`src/rtl/pad_switch_pkg.sv`:
```
// Shared constants and types for the pad output switch controller.
package pad_switch_pkg;

  // Register byte offsets
  localparam logic [11:0] OFF_SEL    = 12'h000;
  localparam logic [11:0] OFF_IDLE   = 12'h004;
  localparam logic [11:0] OFF_GUARD  = 12'h008;
  localparam logic [11:0] OFF_STATUS = 12'h00C;
  localparam logic [11:0] OFF_ID     = 12'h010;

  localparam logic [31:0] ID_VALUE = 32'h5057_0001;

  // Pad source encoding
  typedef enum logic [1:0] {
    SRC_GPIO = 2'd0,
    SRC_ALT0 = 2'd1,
    SRC_ALT1 = 2'd2,
    SRC_ALT2 = 2'd3
  } src_e;

  // Per-pin switch state
  typedef enum logic {
    StActive = 1'b0,
    StGuard  = 1'b1
  } pin_state_e;

  // APB word address of a register byte offset
  function automatic logic [9:0] word_addr(input logic [11:0] off);
    return off[11:2];
  endfunction

endpackage

```
`src/rtl/pad_switch_channel.sv`:
```
// One pad: source-switch FSM, guard counter, current source and output mux.
module pad_switch_channel
  import pad_switch_pkg::*;
#(
  parameter int unsigned GuardW = 4
) (
  input  logic              clk_i,
  input  logic              rst_ni,
  input  logic [1:0]        sel_i,
  input  logic              idle_i,
  input  logic [GuardW-1:0] guard_i,
  input  logic [3:0]        src_i,    // indexed by source code
  output logic              pad_o,
  output logic              busy_o
);

  pin_state_e        state_q, state_d;
  logic [GuardW-1:0] cnt_q, cnt_d;
  logic [1:0]        cur_sel_q, cur_sel_d;

  // State, counter and current-source registers
  always_ff @(posedge clk_i or negedge rst_ni) begin
    if (!rst_ni) begin
      state_q   <= StActive;
      cnt_q     <= '0;
      cur_sel_q <= SRC_GPIO;
    end else begin
      state_q   <= state_d;
      cnt_q     <= cnt_d;
      cur_sel_q <= cur_sel_d;
    end
  end

  // Next state: a source change either switches at once (zero guard) or
  // parks the pad at its idle level; the SEL value present at exit wins.
  always_comb begin
    state_d   = state_q;
    cnt_d     = cnt_q;
    cur_sel_d = cur_sel_q;
    unique case (state_q)
      StActive: begin
        if (sel_i != cur_sel_q) begin
          if (guard_i == '0) begin
            cur_sel_d = sel_i;
          end else begin
            state_d = StGuard;
            cnt_d   = guard_i;
          end
        end
      end
      StGuard: begin
        cnt_d = cnt_q - GuardW'(1);
        if (cnt_q == GuardW'(1)) begin
          cur_sel_d = sel_i;
          state_d   = StActive;
        end
      end
    endcase
  end

  // Pad drive: idle level while guarding, else the selected source
  always_comb begin
    busy_o = (state_q == StGuard);
    pad_o  = busy_o ? idle_i : src_i[cur_sel_q];
  end

endmodule

```
`src/rtl/pad_output_switch_ctrl.sv`:
```
// APB register file and read mux sharing output pads between GPIO and
// three alternate functions, with one guarded switch channel per pad.
module pad_output_switch_ctrl
  import pad_switch_pkg::*;
#(
  parameter int unsigned NUM_PINS  = 8,
  parameter int unsigned GUARD_W   = 4,
  parameter int unsigned GUARD_RST = 4
) (
  input  logic                PCLK,
  input  logic                PRESETn,
  input  logic                PSEL,
  input  logic                PENABLE,
  input  logic                PWRITE,
  input  logic [11:2]         PADDR,
  input  logic [31:0]         PWDATA,
  output logic [31:0]         PRDATA,
  output logic                PREADY,
  output logic                PSLVERR,
  input  logic [NUM_PINS-1:0] gpio_out,
  input  logic [NUM_PINS-1:0] alt0_out,
  input  logic [NUM_PINS-1:0] alt1_out,
  input  logic [NUM_PINS-1:0] alt2_out,
  output logic [NUM_PINS-1:0] pad_out,
  output logic [NUM_PINS-1:0] pad_busy
);

  logic [2*NUM_PINS-1:0] sel_q;
  logic [NUM_PINS-1:0]   idle_q;
  logic [GUARD_W-1:0]    guard_q;
  logic                  wr_en;
  logic                  unused_wdata;

  assign wr_en        = PSEL & PENABLE & PWRITE;
  assign PREADY       = 1'b1;
  assign PSLVERR      = 1'b0;
  assign unused_wdata = ^PWDATA;

  // Software registers, written in the APB access phase
  always_ff @(posedge PCLK or negedge PRESETn) begin
    if (!PRESETn) begin
      sel_q   <= '0;
      idle_q  <= '0;
      guard_q <= GUARD_W'(GUARD_RST);
    end else if (wr_en) begin
      if (PADDR == word_addr(OFF_SEL))   sel_q   <= PWDATA[2*NUM_PINS-1:0];
      if (PADDR == word_addr(OFF_IDLE))  idle_q  <= PWDATA[NUM_PINS-1:0];
      if (PADDR == word_addr(OFF_GUARD)) guard_q <= PWDATA[GUARD_W-1:0];
    end
  end

  // Combinational read mux; zero when not selected or unmapped
  always_comb begin
    PRDATA = '0;
    if (PSEL) begin
      if (PADDR == word_addr(OFF_SEL))         PRDATA = 32'(sel_q);
      else if (PADDR == word_addr(OFF_IDLE))   PRDATA = 32'(idle_q);
      else if (PADDR == word_addr(OFF_GUARD))  PRDATA = 32'(guard_q);
      else if (PADDR == word_addr(OFF_STATUS)) PRDATA = 32'(pad_busy);
      else if (PADDR == word_addr(OFF_ID))     PRDATA = ID_VALUE;
    end
  end

  for (genvar i = 0; i < NUM_PINS; i++) begin : g_pin
    pad_switch_channel #(
      .GuardW (GUARD_W)
    ) u_channel (
      .clk_i   (PCLK),
      .rst_ni  (PRESETn),
      .sel_i   (sel_q[2*i +: 2]),
      .idle_i  (idle_q[i]),
      .guard_i (guard_q),
      .src_i   ({alt2_out[i], alt1_out[i], alt0_out[i], gpio_out[i]}),
      .pad_o   (pad_out[i]),
      .busy_o  (pad_busy[i])
    );
  end

endmodule

```
`config.mk`:
```
export PLATFORM = sky130hd
export DESIGN_NAME = pad_output_switch_ctrl
export DESIGN_NICKNAME = d
export VERILOG_FILES = /design/src/rtl/pad_switch_pkg.sv /design/src/rtl/pad_switch_channel.sv /design/src/rtl/pad_output_switch_ctrl.sv
export SDC_FILE = /design/constraint.sdc
export NUM_CORES = 1
export LEC_CHECK = 0
export CORE_MARGIN = 2
export CORE_UTILIZATION = 45
export DETAILED_ROUTE_END_ITERATION = 10
export GPL_TIMING_DRIVEN = 0
export PLACE_DENSITY = 0.8
export SETUP_SLACK_MARGIN = 0.2
export SLEW_MARGIN = 15
export SYNTH_ARGS = -nofsm -noshare
export SYNTH_HDL_FRONTEND = slang
export SYNTH_SLANG_ARGS = --single-unit
```
`constraint.sdc`:
```
create_clock -name PCLK -period 1.8 [get_ports PCLK]
set_clock_uncertainty 0.1 [all_clocks]
set_input_delay 0.36 -clock PCLK [delete_from_list [all_inputs] [get_ports PCLK]]
set_output_delay 0.36 -clock PCLK [all_outputs]
set_load 0.01 [all_outputs]
```
### After elaboration in Yosys (flattened, before gate mapping)

Cells that the tools add are included.
Widths: inputs -> output; s select.

* flip-flop bits (word level): 84
* input bits: 79
* output and inout bits: 50
* word-level logic and storage cells: 230

* add/sub/neg operators: 8
* magnitude comparators: 8
* equal/unequal tests: 52
* multiplexer cells: 104
* bitwise gates (word level): 10
* reductions and logical operators: 21

Operators with widths (number)
* $mux 31: 6
* $pmux 4 s2: 8
* $mux 2: 24
* $ne 2x2->1 const B: 23
* $mux 4: 9
* $mux 1: 33
* $eq 4x1->1 const B: 8
* $pmux 2 s2: 8
* $sub 4x1->4 const B: 8
* $lt 2x3->1 const B: 8
* $reduce_and 3->1: 8
* $reduce_and 2->1: 11
* $eq 10x2->1 const B: 2
* $ne 2x1->1 const B: 9
* $bmux 1 s2: 8
* $ne 2x2->1: 8
* $pmux 1 s2: 8
* $eq 10x1->1 const B: 1
* $eq 10x3->1 const B: 1
* $logic_not 10->1: 1
* $not 1->1: 8
* $logic_not 4->1: 1
* $and 1x1->1: 2

### Longest topological paths before layout

* depth in word-level cells: 7
* depth in mapped cells: 6
* gate-level depth less buffers: 5

### Cells and area by module

From an unflattened synthesis, not the netlist that was laid out.

* cells, all modules: 486
* area, all modules: 5452.7 µm²

By module, submodules not included
* pad_switch_channel at g_pin[0].u_channel ...: instances 7, cells each 42, area each 474.2 µm², seq. area each 175.2 µm²
* pad_output_switch_ctrl: instances 1, cells each 143, area each 1629.1 µm², seq. area each 701.9 µm²
* pad_switch_channel at g_pin[7].u_channel: instances 1, cells each 49, area each 504.2 µm², seq. area each 175.2 µm²

### Worst setup path before layout

OpenSTA, ideal clock, no wires.

* kind: input to output
* from: input port PADDR[2] in the netlist's numbering
* to: output port PRDATA[0]
* arrival: 1.428 ns
* required time: 1.340 ns
* path slack: -0.088 ns
* stages: 5
* buffers on the path: 1
* cell sequence: clkbuf_1 mux2_2 a22oi_1 o21ai_0 and3_1

* word-level cells in the longest chain between the ends: 7
* elaborated cells on any way between the ends: 11
* classes of those cells: eq/ne (4); mux (6); reduce/logical (1)

Ends and longest elaborated chain
* start: declaration: line pad_output_switch_ctrl.sv:15 `input logic [11:2] PADDR,`
* $eq 10x3->1: line pad_output_switch_ctrl.sv:60 `else if (PADDR == word_addr(OFF_ID)) PRDATA = ID_VALUE;`
* $mux 31: line pad_output_switch_ctrl.sv:60
* $mux 31: line pad_output_switch_ctrl.sv:59 `else if (PADDR == word_addr(OFF_STATUS)) PRDATA = 32'(pad_busy);`
* $mux 31: line pad_output_switch_ctrl.sv:58 `else if (PADDR == word_addr(OFF_GUARD)) PRDATA = 32'(guard_q);`
* $mux 31: line pad_output_switch_ctrl.sv:57 `else if (PADDR == word_addr(OFF_IDLE)) PRDATA = 32'(idle_q);`
* $mux 31 (*): line pad_output_switch_ctrl.sv:56 `if (PADDR == word_addr(OFF_SEL)) PRDATA = 32'(sel_q);`
* $mux 31 (*): line pad_output_switch_ctrl.sv:55 `if (PSEL) begin`
* end: declaration: line pad_output_switch_ctrl.sv:17 `output logic [31:0] PRDATA,`

Every way passes the cells marked *; elsewhere a longest branch is shown, timed or not.

### Final worst setup path

* from: register g_pin[5].u_channel.cur_sel_q[0]
* to: output port pad_out[5]

* word-level cells in the longest chain between the ends: 3

Ends and longest elaborated chain
* start: declaration: line pad_switch_channel.sv:19 `logic [1:0] cur_sel_q, cur_sel_d;`
* start signal: assignment: line pad_switch_channel.sv:30 `cur_sel_q <= cur_sel_d;`
* $bmux 1 s2: line pad_switch_channel.sv:64 `pad_o = busy_o ? idle_i : src_i[cur_sel_q];`
* $mux 1 (not written as such): line pad_switch_channel.sv:64
* $mux 1: line pad_switch_channel.sv:64
* end: declaration: line pad_output_switch_ctrl.sv:24 `output logic [NUM_PINS-1:0] pad_out,`

No other way between the ends. The select of a mux whose other input is x is not followed.

==> results.toml <==
[die]
start_util_pct = 45.71
core_area_um2 = 11270
die_h_um = 111.0
dieArea_um2 = 12320
num_rows = 39
dieWidth_um = 111.0
ios = 129

[pwr]
p_comb_share_pct = 12.7
pwr-share-clk_pct = 44.7
p_switching_mw = 1.115
intPower_mw = 3.507
p_seq_share_pct = 42.6
power_mw = 4.623
power.leakage_nw = 3.907
p_sw_share_pct = 24.13
pwr_density_cell_nw_per_um2 = 548.2
ir_drop_uv = 581.8

[routing]
antenna_left = 0
drc = 0
dr_total_vias = 4750
drt_iter0_markers = 393
wire_per_inst_um = 22.29
firstDrtPassIters = 5
vias_per_cell = 5.821
wl_mm = 18.19

[clock_tree]
numCtsBuffers = 9
h-tree-depth = 3
clk_latency_ns = 0.35
clkSinkCount = 84
path_clk_slew_ns = 0.06
tritoncts = "yes"
clockBufferDepth = 2
clock-root-buffer = "clkbuf_16"

[setup_path]
path_class = "reg -> out"
worstPathCellList = "mux4_2, mux2_4, buf_6, buf_6"
endpoint_kind = "primary output"
arrival_ns = 1.79
crit_path_start_kind = "flop"
crit_required_ns = 1.34
crit_family = "multiplexers"
critPathMaxFanout = 3
crit_top_cell = "buf_6"
critPathBufInv = 2
critical-path-max-stage-delay_ns = 0.54
cp_slowest_cell = "mux4_2"

[run]
cap_viol_max_count = 0

[synthesis]
syn-mean-instance-area_um2 = 11.01
ys_ff_latch = 84
ys_types = 55
async_flop_share_pct = 100.0
ys_warn_count = 0
synth_flop_cell = "dfrtp_1"
yosysSeqAreaShare_pct = 40.82
netlist_area_um2 = 5152
postSynthCellCount = 468
synth_edf_count = 0

[sta]
fin_crit_ns = 2.248
rsz0062_at_grt = "true"
finalSetupViolCount = 80
tns_ns = -13.38
finalHoldViolations = 0
slew_headroom_pct = 63.20
finalCritPeriodShare_pct = 124.9
slew_violations = 0
timing.final.ws_setup_ns = -0.4480
clock.fmax_ghz = 0.4448
tightest_slew_ns = 0.5509

[place]
routabilityCongestion = 0.8367
detailed_place_hpwl_mm = 9.068
place_inst = 720
io_buffers = 99

[finish]
layout.nets = 763
n_antenna_cell = 0
syn2layout_area_growth_pct = 63.65
drive_above_1_share_pct = 53.19
fill_cells = 643
final_cell_count_no_fill = 816

[run_status]
violations = "setup timing"
outcome = "finished, violations left"

[grt]
track_usage_pct = 26.93
grt_pass1_wl_mm = 26.03
grt_start_max_net_pins = 49
gr-total-overflow = 0
antenna_found_initial = 0
grt_pass1_vias = 4953

[worst_hold_path]
min_path_type = "in -> async"
==> cell families after synthesis <==
kind of cell / count (synthesis) / share of synthesized area, %
AND/OR/NAND/NOR: 105 / 11.32
multiplexers: 87 / 20.84
flip-flops: 84 / 40.82
buffers and inverters: 76 / 8.256
AO/OA/AOI/OAI: 67 / 9.471
XOR/XNOR: 31 / 5.270
adder cells (fa/ha/maj): 16 / 3.885
other: 2 / 0.1458
==> sequential cells by signal, summed over array words and instances (netlist names) <==
register and flops:
g_pin.u_channel.busy_o 8, sel_q 16, g_pin.u_channel.cnt_q 32, g_pin.u_channel.cur_sel_q 16, guard_q 4, idle_q 8
==> power groups by stage <==
stage          clock network, mW  registers [mW]  logic, mW
2_1_floorplan                  0            1.98      0.246
3_3_place_gp                   0            1.99      0.467
3_5_place_dp                   0            1.99      0.492
4_1_cts                     2.03            1.96      0.548
5_1_grt                     2.16            1.97      0.629
6_report                    2.07            1.97      0.589
==> repair_timing <==
action                                  CTS  global route
pin swaps                                35            23
gates cloned                              3             0
setup buffers                            54            22
hold buffers                              1             0
hold endpoints to repair                 35             0
resized for setup                       381            71
endpoints found under the setup margin  121           121
==> synth_stat cells, types with 5 or more instances <==
master,n,area share [%]
and2_1,10,1.2
mux4_2,11,4.8
ha_1,16,3.9
dfrtp_1,83,40
xor2_1,11,1.9
a22oi_1,11,1.6
a21oi_1,13,1.3
inv_1,21,1.5
a211oi_1,7,1.0
o2bb2ai_1,5,0.85
o21ai_0,8,0.78
xnor2_1,20,3.4
mux2_2,51,11
mux2i_1,24,4.7
buf_4,34,5.0
nor3_1,21,2.0
clkbuf_1,16,1.2
nand2_1,19,1.4
nor2_1,23,1.7
==> worst paths after layout <==
check / cells past startpoint / slack (ns) / to / startpoint
setup / recovery: 4 / -0.45 / pad_out[5] / g_pin[5].u_channel.cur_sel_q[0]
hold / removal: 2 / 0.43 / sel_q[14] / PRESETn
setup reg to reg: 6 / -0.26 / g_pin[3].u_channel.cur_sel_q[0] / guard_q[0]
hold reg to reg: 2 / 0.44 / g_pin[1].u_channel.cnt_q[1] / g_pin[1].u_channel.cnt_q[1]
max in group asynchronous: 3 / 0.52 / g_pin[1].u_channel.busy_o / PRESETn
min in group PCLK: 2 / 0.44 / g_pin[1].u_channel.cnt_q[1] / g_pin[1].u_channel.cnt_q[1]
==> layer usage <==
layer / vias to the layer above / track usage [%] / wire length [um]
li1: 2030 / - / -
met5: - / 0 / 0
met3: 77 / 5.030 / 1133
met4: 0 / 13.50 / 845
met1: 2382 / 32.06 / 6918
met2: 261 / 46.67 / 9295
==> placed cells by master, fill, tap and decap left out, drive strengths merged, types with 4 or more instances in the layout <==
cell and count:
a211oi 7, a21oi 13, a22oi 11, a31oi 4, and2 10, buf 163
clkbuf 28, clkdlybuf4s50 41, conb 11, dfrtp 83, dlygate4sd2 10, ha 16
inv 21, mux2 52, mux2i 24, mux4 11, nand2 20, nand2b 4
nor2 23, nor2b 4, nor3 22, o21ai 10, o2bb2ai 5, xnor2 20
xor2 11
==> per-stage QoR <==
step	worst slack (ns)	instance area, um^2	util, %	hold slack, ns
after floorplan	-0.04224	5335	-	-0.03559
after global placement	-2.744	6505	57.71	0.4016
after detailed placement	-1.582	6530	57.93	0.2651
after CTS	-0.4753	7983	70.82	0.4320
after global routing	-0.4936	8432	74.80	0.4686
final	-0.4480	8432	74.80	0.4336
==> worst reg2reg max path, stage by stage, from the launching register on <==
cell	delay, ns
dfrtp_1	0.41
buf_6	0.13
or4_4	0.44
buf_12	0.17
buf_12	0.13
o32ai_4	0.20
mux2_4	0.35
==> final cells by class <==
class	count	area, um^2	share of cell area [%]
multi-input cells	317	3313	39.29
flip-flops and latches	84	2111	25.03
clock buffers	10	239.0	2.834
clock inverters	6	87.58	1.039
inverters	21	78.83	0.9349
plain buffers	55	594.3	7.049
well taps	143	178.9	2.122
repair buffers	180	1829	21.69
Power figures use the tool's default switching activity.
